<file path="config.mk">
export PLATFORM = sky130hd
export DESIGN_NAME = angle_gen_flat
export DESIGN_NICKNAME = d
export VERILOG_FILES = /design/src/rtl/angle_gen_if.sv /design/src/rtl/angle_gen.sv /design/src/flat_wrapper.sv
export SDC_FILE = /design/constraint.sdc
export NUM_CORES = 1
export LEC_CHECK = 0
export ABC_CLOCK_PERIOD_IN_PS = 4200
export CAP_MARGIN = 30
export CORE_MARGIN = 2
export CORE_UTILIZATION = 56
export CTS_BUF_LIST = sky130_fd_sc_hd__clkbuf_16
export DETAILED_ROUTE_END_ITERATION = 10
export PLACE_DENSITY = 0.92
export SLEW_MARGIN = 20
export SYNTH_ARGS = -nofsm -noshare
export SYNTH_HDL_FRONTEND = slang
export SYNTH_SLANG_ARGS = --single-unit
</file>
<file path="constraint.sdc">
create_clock -name clk -period 4.2 [get_ports clk]
set_clock_uncertainty 0.05 [all_clocks]
set_input_delay 0.84 -clock clk [delete_from_list [all_inputs] [get_ports clk]]
set_output_delay 0.84 -clock clk [all_outputs]
set_load 0.02 [all_outputs]
</file>
<file path="src/rtl/angle_gen_if.sv">
// Control/config and angle-stream bundle between the NCO angle source and its user.
// Control inputs are sampled on rising clk; all outputs are registered in angle_gen.
interface angle_gen_if #(
   parameter int ACC_W = 20,
   parameter int ANG_W = 12
);
   logic             start;
   logic             stop;
   logic             sweep_en;
   logic [ACC_W-1:0] freq_start;
   logic [ACC_W-1:0] freq_inc;
   logic [ACC_W-1:0] freq_stop;
   logic [ANG_W-1:0] phase_off;
   logic [ANG_W-1:0] angle;
   logic             angle_valid;
   logic             busy;
   logic             sweep_done;
   logic [1:0]       state_dbg;

   // Handshake: angle is a live sample exactly in cycles where angle_valid=1;
   // there is no back-pressure, the consumer must accept every valid sample.
   modport master (
      output start, stop, sweep_en, freq_start, freq_inc, freq_stop, phase_off,
      input  angle, angle_valid, busy, sweep_done, state_dbg
   );
   modport slave (
      input  start, stop, sweep_en, freq_start, freq_inc, freq_stop, phase_off,
      output angle, angle_valid, busy, sweep_done, state_dbg
   );
endinterface

</file>
<file path="src/rtl/angle_gen.sv">
// Phase-accumulator angle source with fixed-frequency and linear-chirp modes.
// angle = acc[top ANG_W bits] + phase_off, one live sample per clock while busy.
module angle_gen #(
   parameter int ACC_W = 20,
   parameter int ANG_W = 12
) (
   input logic        clk,
   input logic        rst,
   angle_gen_if.slave nco
);
   typedef enum logic [1:0] {IDLE = 2'd0, RUN = 2'd1, SWEEP = 2'd2} state_t;

   state_t           state;
   logic [ACC_W-1:0] acc;
   logic [ACC_W-1:0] freq;
   logic [ACC_W-1:0] inc_r;
   logic [ACC_W-1:0] stop_r;
   logic [ANG_W-1:0] phase_r;
   logic [ANG_W-1:0] angle_r;
   logic             valid_r;
   logic             busy_r;
   logic             done_r;
   logic [ACC_W:0]   nxt;

   // One extra bit so the chirp step can never wrap past freq_stop.
   assign nxt = {1'b0, freq} + {1'b0, inc_r};

   always_ff @(posedge clk or posedge rst) begin
      if (rst) begin
         state   <= IDLE;
         acc     <= '0;
         freq    <= '0;
         inc_r   <= '0;
         stop_r  <= '0;
         phase_r <= '0;
         angle_r <= '0;
         valid_r <= 1'b0;
         busy_r  <= 1'b0;
         done_r  <= 1'b0;
      end else begin
         done_r <= 1'b0;
         if (nco.stop) begin
            state   <= IDLE;
            acc     <= '0;
            valid_r <= 1'b0;
            busy_r  <= 1'b0;
         end else begin
            if (state == IDLE) begin
               valid_r <= 1'b0;
               acc     <= '0;
            end else begin
               angle_r <= acc[ACC_W-1 -: ANG_W] + phase_r;
               valid_r <= 1'b1;
               acc     <= acc + freq;
            end
            if (state == SWEEP) begin
               if (nxt >= {1'b0, stop_r}) begin
                  freq   <= stop_r;
                  done_r <= 1'b1;
                  state  <= RUN;
               end else begin
                  freq <= nxt[ACC_W-1:0];
               end
            end
            // A restart still emits the old run's sample this edge, so the
            // valid stream has no gap; the new config takes over next edge.
            if (nco.start) begin
               inc_r   <= nco.freq_inc;
               stop_r  <= nco.freq_stop;
               phase_r <= nco.phase_off;
               freq    <= nco.freq_start;
               acc     <= '0;
               state   <= nco.sweep_en ? SWEEP : RUN;
               busy_r  <= 1'b1;
            end
         end
      end
   end

   assign nco.angle       = angle_r;
   assign nco.angle_valid = valid_r;
   assign nco.busy        = busy_r;
   assign nco.sweep_done  = done_r;
   assign nco.state_dbg   = state;
endmodule

</file>
<file path="src/flat_wrapper.sv">
// flat-port wrapper written by rule: the top's interface ports become plain ports
module angle_gen_flat 
#(
   parameter int ACC_W = 20,
   parameter int ANG_W = 12
)
  (clk, rst, nco_start, nco_stop, nco_sweep_en, nco_freq_start, nco_freq_inc, nco_freq_stop, nco_phase_off, nco_angle, nco_angle_valid, nco_busy, nco_sweep_done, nco_state_dbg);
  angle_gen_if #(.ACC_W(ACC_W), .ANG_W(ANG_W)) nco_i ();
  input logic clk;
  input logic rst;
  input wire logic [$bits(nco_i.start)-1:0] nco_start;
  input wire logic [$bits(nco_i.stop)-1:0] nco_stop;
  input wire logic [$bits(nco_i.sweep_en)-1:0] nco_sweep_en;
  input wire logic [$bits(nco_i.freq_start)-1:0] nco_freq_start;
  input wire logic [$bits(nco_i.freq_inc)-1:0] nco_freq_inc;
  input wire logic [$bits(nco_i.freq_stop)-1:0] nco_freq_stop;
  input wire logic [$bits(nco_i.phase_off)-1:0] nco_phase_off;
  output wire logic [$bits(nco_i.angle)-1:0] nco_angle;
  output wire logic [$bits(nco_i.angle_valid)-1:0] nco_angle_valid;
  output wire logic [$bits(nco_i.busy)-1:0] nco_busy;
  output wire logic [$bits(nco_i.sweep_done)-1:0] nco_sweep_done;
  output wire logic [$bits(nco_i.state_dbg)-1:0] nco_state_dbg;
  assign nco_i.start = nco_start;
  assign nco_i.stop = nco_stop;
  assign nco_i.sweep_en = nco_sweep_en;
  assign nco_i.freq_start = nco_freq_start;
  assign nco_i.freq_inc = nco_freq_inc;
  assign nco_i.freq_stop = nco_freq_stop;
  assign nco_i.phase_off = nco_phase_off;
  assign nco_angle = nco_i.angle;
  assign nco_angle_valid = nco_i.angle_valid;
  assign nco_busy = nco_i.busy;
  assign nco_sweep_done = nco_i.sweep_done;
  assign nco_state_dbg = nco_i.state_dbg;
  angle_gen #(.ACC_W(ACC_W), .ANG_W(ANG_W)) u_core (.clk(clk), .rst(rst), .nco(nco_i));
endmodule
</file>
; ---- Yosys cells after proc, flatten, opt, wreduce, memory -nomap -nowiden
; Cells that the tools add are included.
[op_classes]
add_sub_neg = 3
n_mul = 0
div = 0
order_cmp = 1
n_eq_ne = 1
shifts = 0
n_mux = 18
bitwise = 2
n_reduce_logical = 9
[ops]
columns = cell, count
row1 = 20-bit 2-to-1 mux, 6
row2 = 20-bit by 20-bit adder with 21-bit output, 1
row3 = 21-bit by 20-bit greater-or-equal comparator with 1-bit output, 1
row4 = 20-bit adder, 1
row5 = 12-bit adder, 1
row6 = 2-bit 2-to-1 mux, 5
row7 = 2-bit AND reduction, 4
row8 = 1-bit 2-to-1 mux, 7
row9 = 3-bit nonzero test, 2
row10 = 2-bit nonzero test, 2
row11 = "2-bit equality test, second input constant", 1
row12 = 2-bit zero test, 1
row13 = 1-bit inverter, 2
[totals]
reg_bits = 109
latchBits = 0
ramBits = 0
rom_bits = 0
input_bits = 77
out_inout_bits = 17
wordCells = 44
n_memories = 0

; ---- Depth between registers and ports, before layout
; Gate-level depths: netlist of the first run.
[depth]
ltp_word = 6
depth_mapped = 16
mapped_depth_nobuf = 15

; ---- Least setup slack after synthesis of the first run
; No wires, ideal clock.
[synth_timing]
kind = reg-to-reg
from = reg u_core.freq[0]
to = reg u_core.freq[19]
setup_ns = 0.140
arrival_time_ns = 3.470
t_required_ns = 4.010
setup_slack_ns = 0.540
stages_incl_launch_ff = 17
path_buffers = 1
synth_period_minus_slack_ns = 3.660
path_cell_list = dfrtp_1 ha_1 fa_1 a211oi_1 o21ai_1 a31o_2 a21oi_1 xnor2_1 ha_1 a21o_1 a211oi_1 o21ai_1 a21oi_1 o21ai_1 clkbuf_1 nor4_1 a311oi_1
[synth_between]
elab_chain_len = 5
[synth_lines]
columns = element, line_no
row1 = "start, declared", angle_gen.sv:15  ; logic [ACC_W-1:0] freq;
row2 = "start signal, assigned", angle_gen.sv:58  ; freq <= stop_r;
row3 = "start signal, assigned", angle_gen.sv:62  ; freq <= nxt[ACC_W-1:0];
row4 = "start signal, assigned", angle_gen.sv:71  ; freq <= nco.freq_start;
row5 = 20-bit by 20-bit adder with 21-bit output (*), angle_gen.sv:26  ; assign nxt = {1'b0, freq} + {1'b0, inc_r};
row6 = 21-bit by 20-bit greater-or-equal comparator with 1-bit output, angle_gen.sv:57  ; if (nxt >= {1'b0, stop_r}) begin
row7 = 20-bit 2-to-1 mux (*), angle_gen.sv:57
row8 = 20-bit 2-to-1 mux (*), angle_gen.sv:56  ; if (state == SWEEP) begin
row9 = 20-bit 2-to-1 mux (*), angle_gen.sv:67  ; if (nco.start) begin
; Every way passes the cells marked *; elsewhere a longest branch is shown, timed or not. The select of a mux whose other input is x is not followed.
; A chain may end at the register's enable or synchronous reset.

; ---- Worst setup path after layout of the first run
[layout_timing]
from = reg u_core.freq[0]
to = reg u_core.freq[1]
; Same word-level chain as after synthesis.

==> summary.txt, run 1 <==
Pwr
  – Power Total: 5.84 mW
  – Power per cell area: 687 nW/um2
  – Maximum vdd drop: 497 uV
  – Lkg Pwr: roughly 3.7 nW

Detailed routing
  – Vias per inst: 5.95
  – DRC errors left: 0
  – Met2 WL post-DR: 8260 um
  – 1st-iter DRT viols: 592
  – Via count: 6086
  – Wire length on met3: 1070 um
  – Antenna-violating nets left: 0
  – M1 WL: 7780 um
  – Drt pass-1 iters: 5
  – WL per Instance: about 17 um
  – Top Metal Used: met4
  – Routed Wire Length: 17600 um

Worst setup path
  – Worst reg-to-reg path cell count: 16
  – Critical path required time: 4.41 ns
  – Max Fanout on Critical Path: 6
  – CP arrival: 4.22 ns
  – Worst R2R End: u_core.freq[1]
  – CP Class: flip-flop to flip-flop
  – Critical Path Start Type: flip-flop
  – Crit end category: flip-flop
  – FF-to-FF setup slack: 0.19 ns
  – Worst reg2reg path startpoint: u_core.freq[0]

Placement
  – Post-placement cell count: 1007
  – # port buffers: 93
  – DP HPWL: 13600 um
  – DP Area: ~8000 um2
  – Place WS: 0.192 ns
  – Placer Congestion: 1.03

STA
  – Final Hold Viols: 0
  – Fin Setup TNS: 0 ns
  – Relative slew margins: 44.2%
  – Worst Tran Pin Value: 0.837 ns
  – Period Utilization, post-route: between 90% and 100%
  – F_max: 249 MHz
  – Fin. max-slew vios: 0
  – Tmin final: 4.01 ns
  – Unrepaired setup endpoints after global routing: false
  – Final WS setup: 0.186 ns
  – Final setup viols: 0
  – Hold Slack: 0.426 ns

CTS
  – Clk buf depth: 2
  – Worst skew pair latency: 0.36 ns
  – Clk sink count: 109
  – CTS tree: done
  – Setup bufs post-CTS: 0
  – H-tree Lvls: 3
  – CTS Root Cell: clkbuf_16
  – Num CTS Buffers: 9
  – CTS resizes: 0
  – Worst-path clk slew: roughly 0.080 ns
  – Hold buffers post-CTS: 0

Logic synthesis
  – Post-synth ARST share: between 90% and 100%
  – Share of the synthesized area in the top cell type: roughly two fifths
  – Synth area leader: dfrtp_1
  – Syn Nets: 913
  – Cell area after synthesis: 7050 um2
  – Sequential area share after synthesis: 38.7%
  – Post-synth top flop: dfrtp_1
  – Avg Cell Area, Syn: around 9.2 um2
  – Most area-consuming cells after synthesis: dfrtp_1 (39%), ha_1 (12%), mux2_2 (5.1%)
  – Syn. warnings: 0
  – Syn Inst Count: approximately 760
  – Yosys reg bits: about 110
  – Netlist cell types: 56
  – EDFF count, synth: 0

Global route
  – Initial antenna violation count: 0
  – Largest net degree at the start of global routing: 61
  – Gr ovfl total: 0
  – Vias in the first global route: 5886
  – First-pass GRT wire length: 28600 um
  – Gr usage total: a little over a quarter

Cells and area
  – Layout area overhead: 20.6%
  – Fin area: roughly 8500 um2
  – ANT cells: 0
  – # fillers: 899
  – Layout Nets: 1000
  – Finished Layout Cells: 1023
  – Most frequent cells in the layout: dfrtp_1 (109), clkdlybuf4s50_1 (93), nand2_1 (88)
  – Layout cells sized above 1: 9.82%
  – Utilization after layout: roughly 70%
  – Commonest non-fill, non-tap cell in the layout: dfrtp_1

Die
  – Initial core utilization: 58.0%
  – Rows: 40
  – Die span in x: 116 um
  – Die area: 13500 um2
  – Core Area: between 10000 and 15000 um2
  – I/O Pins: 94
  – Die Y-Extent: 116 um

Min path
  – WHS Path Cells: 2
  – Hold Path Sink: u_core.nco.angle[11]
  – Worst Min Path Start: u_core.nco.angle[11]
  – Worst min path class: flip-flop to flip-flop

Job
  – Max cap viols: 0

Outcome
  – Outcome: completed
[power by group]
part	leakage (nW)	total, mW	internal [mW]	switching, mW
logic	2.28	3.50	1.50	1.99
clock network	0.134	0.802	0.404	0.398
registers	1.34	1.54	1.30	0.241
[kinds of logic after synthesis]
logic type / share of synthesized area, %
AO/OA/AOI/OAI: 19.0
adder cells (fa/ha/maj): 13.3
XOR/XNOR: 4.35
flip-flops: 38.7
multiplexers: 5.68
buffers and inverters: 3.87
AND/OR/NAND/NOR: 15.2
[area by class of cell]
cell class                 instances  area [um2]  area share, %
tap                              168         210           2.47
timing repair buffer             108        1040           12.3
sequential                       109        2730           32.1
clock inverter                     7        50.0          0.589
multi-input combinational        582        4090           48.1
clock buffer                       9         225           2.65
inverter                          40         153           1.80
[state kept, by name, summed over array words and instances (netlist names)]
name / flops
u_core.nco.angle_valid: 1
u_core.phase_r: 12
u_core.nco.angle: 12
u_core.acc: 20
u_core.nco.sweep_done: 1
u_core.inc_r: 20
u_core.stop_r: 20
u_core.nco.state_dbg: 2
u_core.nco.busy: 1
u_core.freq: 20
[worst max-delay path by stage]
stage | start | to | slack (ns)
2_1_floorplan | rst | u_core.acc[0] | 0.44
3_3_place_gp | u_core.freq[0] | u_core.freq[1] | 0.32
3_5_place_dp | u_core.freq[0] | u_core.freq[1] | 0.19
4_1_cts | u_core.freq[0] | u_core.freq[1] | 0.16
5_1_grt | u_core.freq[0] | u_core.freq[6] | 0.01
6_report | u_core.freq[0] | u_core.freq[1] | 0.19
[synthesized netlist by cell type, types with 13 or more instances]
cell type and count:
a21o_1 13, a21oi_1 44, clkbuf_1 29, dfrtp_1 109
ha_1 70, inv_1 40, mux2_2 32, nand2_1 88
nand3_1 14, nand3b_1 13, nor2_1 45, nor3_1 27
o21ai_0 60, o21ai_1 13, xnor2_1 23
[worst max-delay path, cell delays in order, from the launching register on]
cell	delay [ns]
dfrtp_1	0.41
ha_1	0.24
fa_2	0.39
a211oi_2	0.31
o21bai_1	0.12
a21oi_1	0.19
xnor2_1	0.18
ha_1	0.30
a21o_1	0.19
a211o_1	0.28
a211oi_1	0.26
o21ai_1	0.13
a21oi_1	0.18
o21a_1	0.19
buf_4	0.16
a211oi_1	0.08
a211o_1	0.23
[routing by layer]
metal | up-vias | track usage [%]
li1 | 2911 | -
met1 | 2872 | 36.2
met2 | 259 | 45.6
met3 | 44 | 5.76
met4 | 0 | 8.73
met5 | - | 0
Power figures use the tool's default switching activity.
==> run 2: changes to the inputs <==
--- a/config.mk
+++ b/config.mk
@@ -10,6 +10,7 @@
 export CORE_MARGIN = 2
 export CORE_UTILIZATION = 56
 export CTS_BUF_LIST = sky130_fd_sc_hd__clkbuf_16
+export CTS_CLUSTER_DIAMETER = 200
 export DETAILED_ROUTE_END_ITERATION = 10
 export PLACE_DENSITY = 0.92
 export SLEW_MARGIN = 20
==> results of run 2 <==
The final DEF is identical to that of run 1; final timing and power are the same.
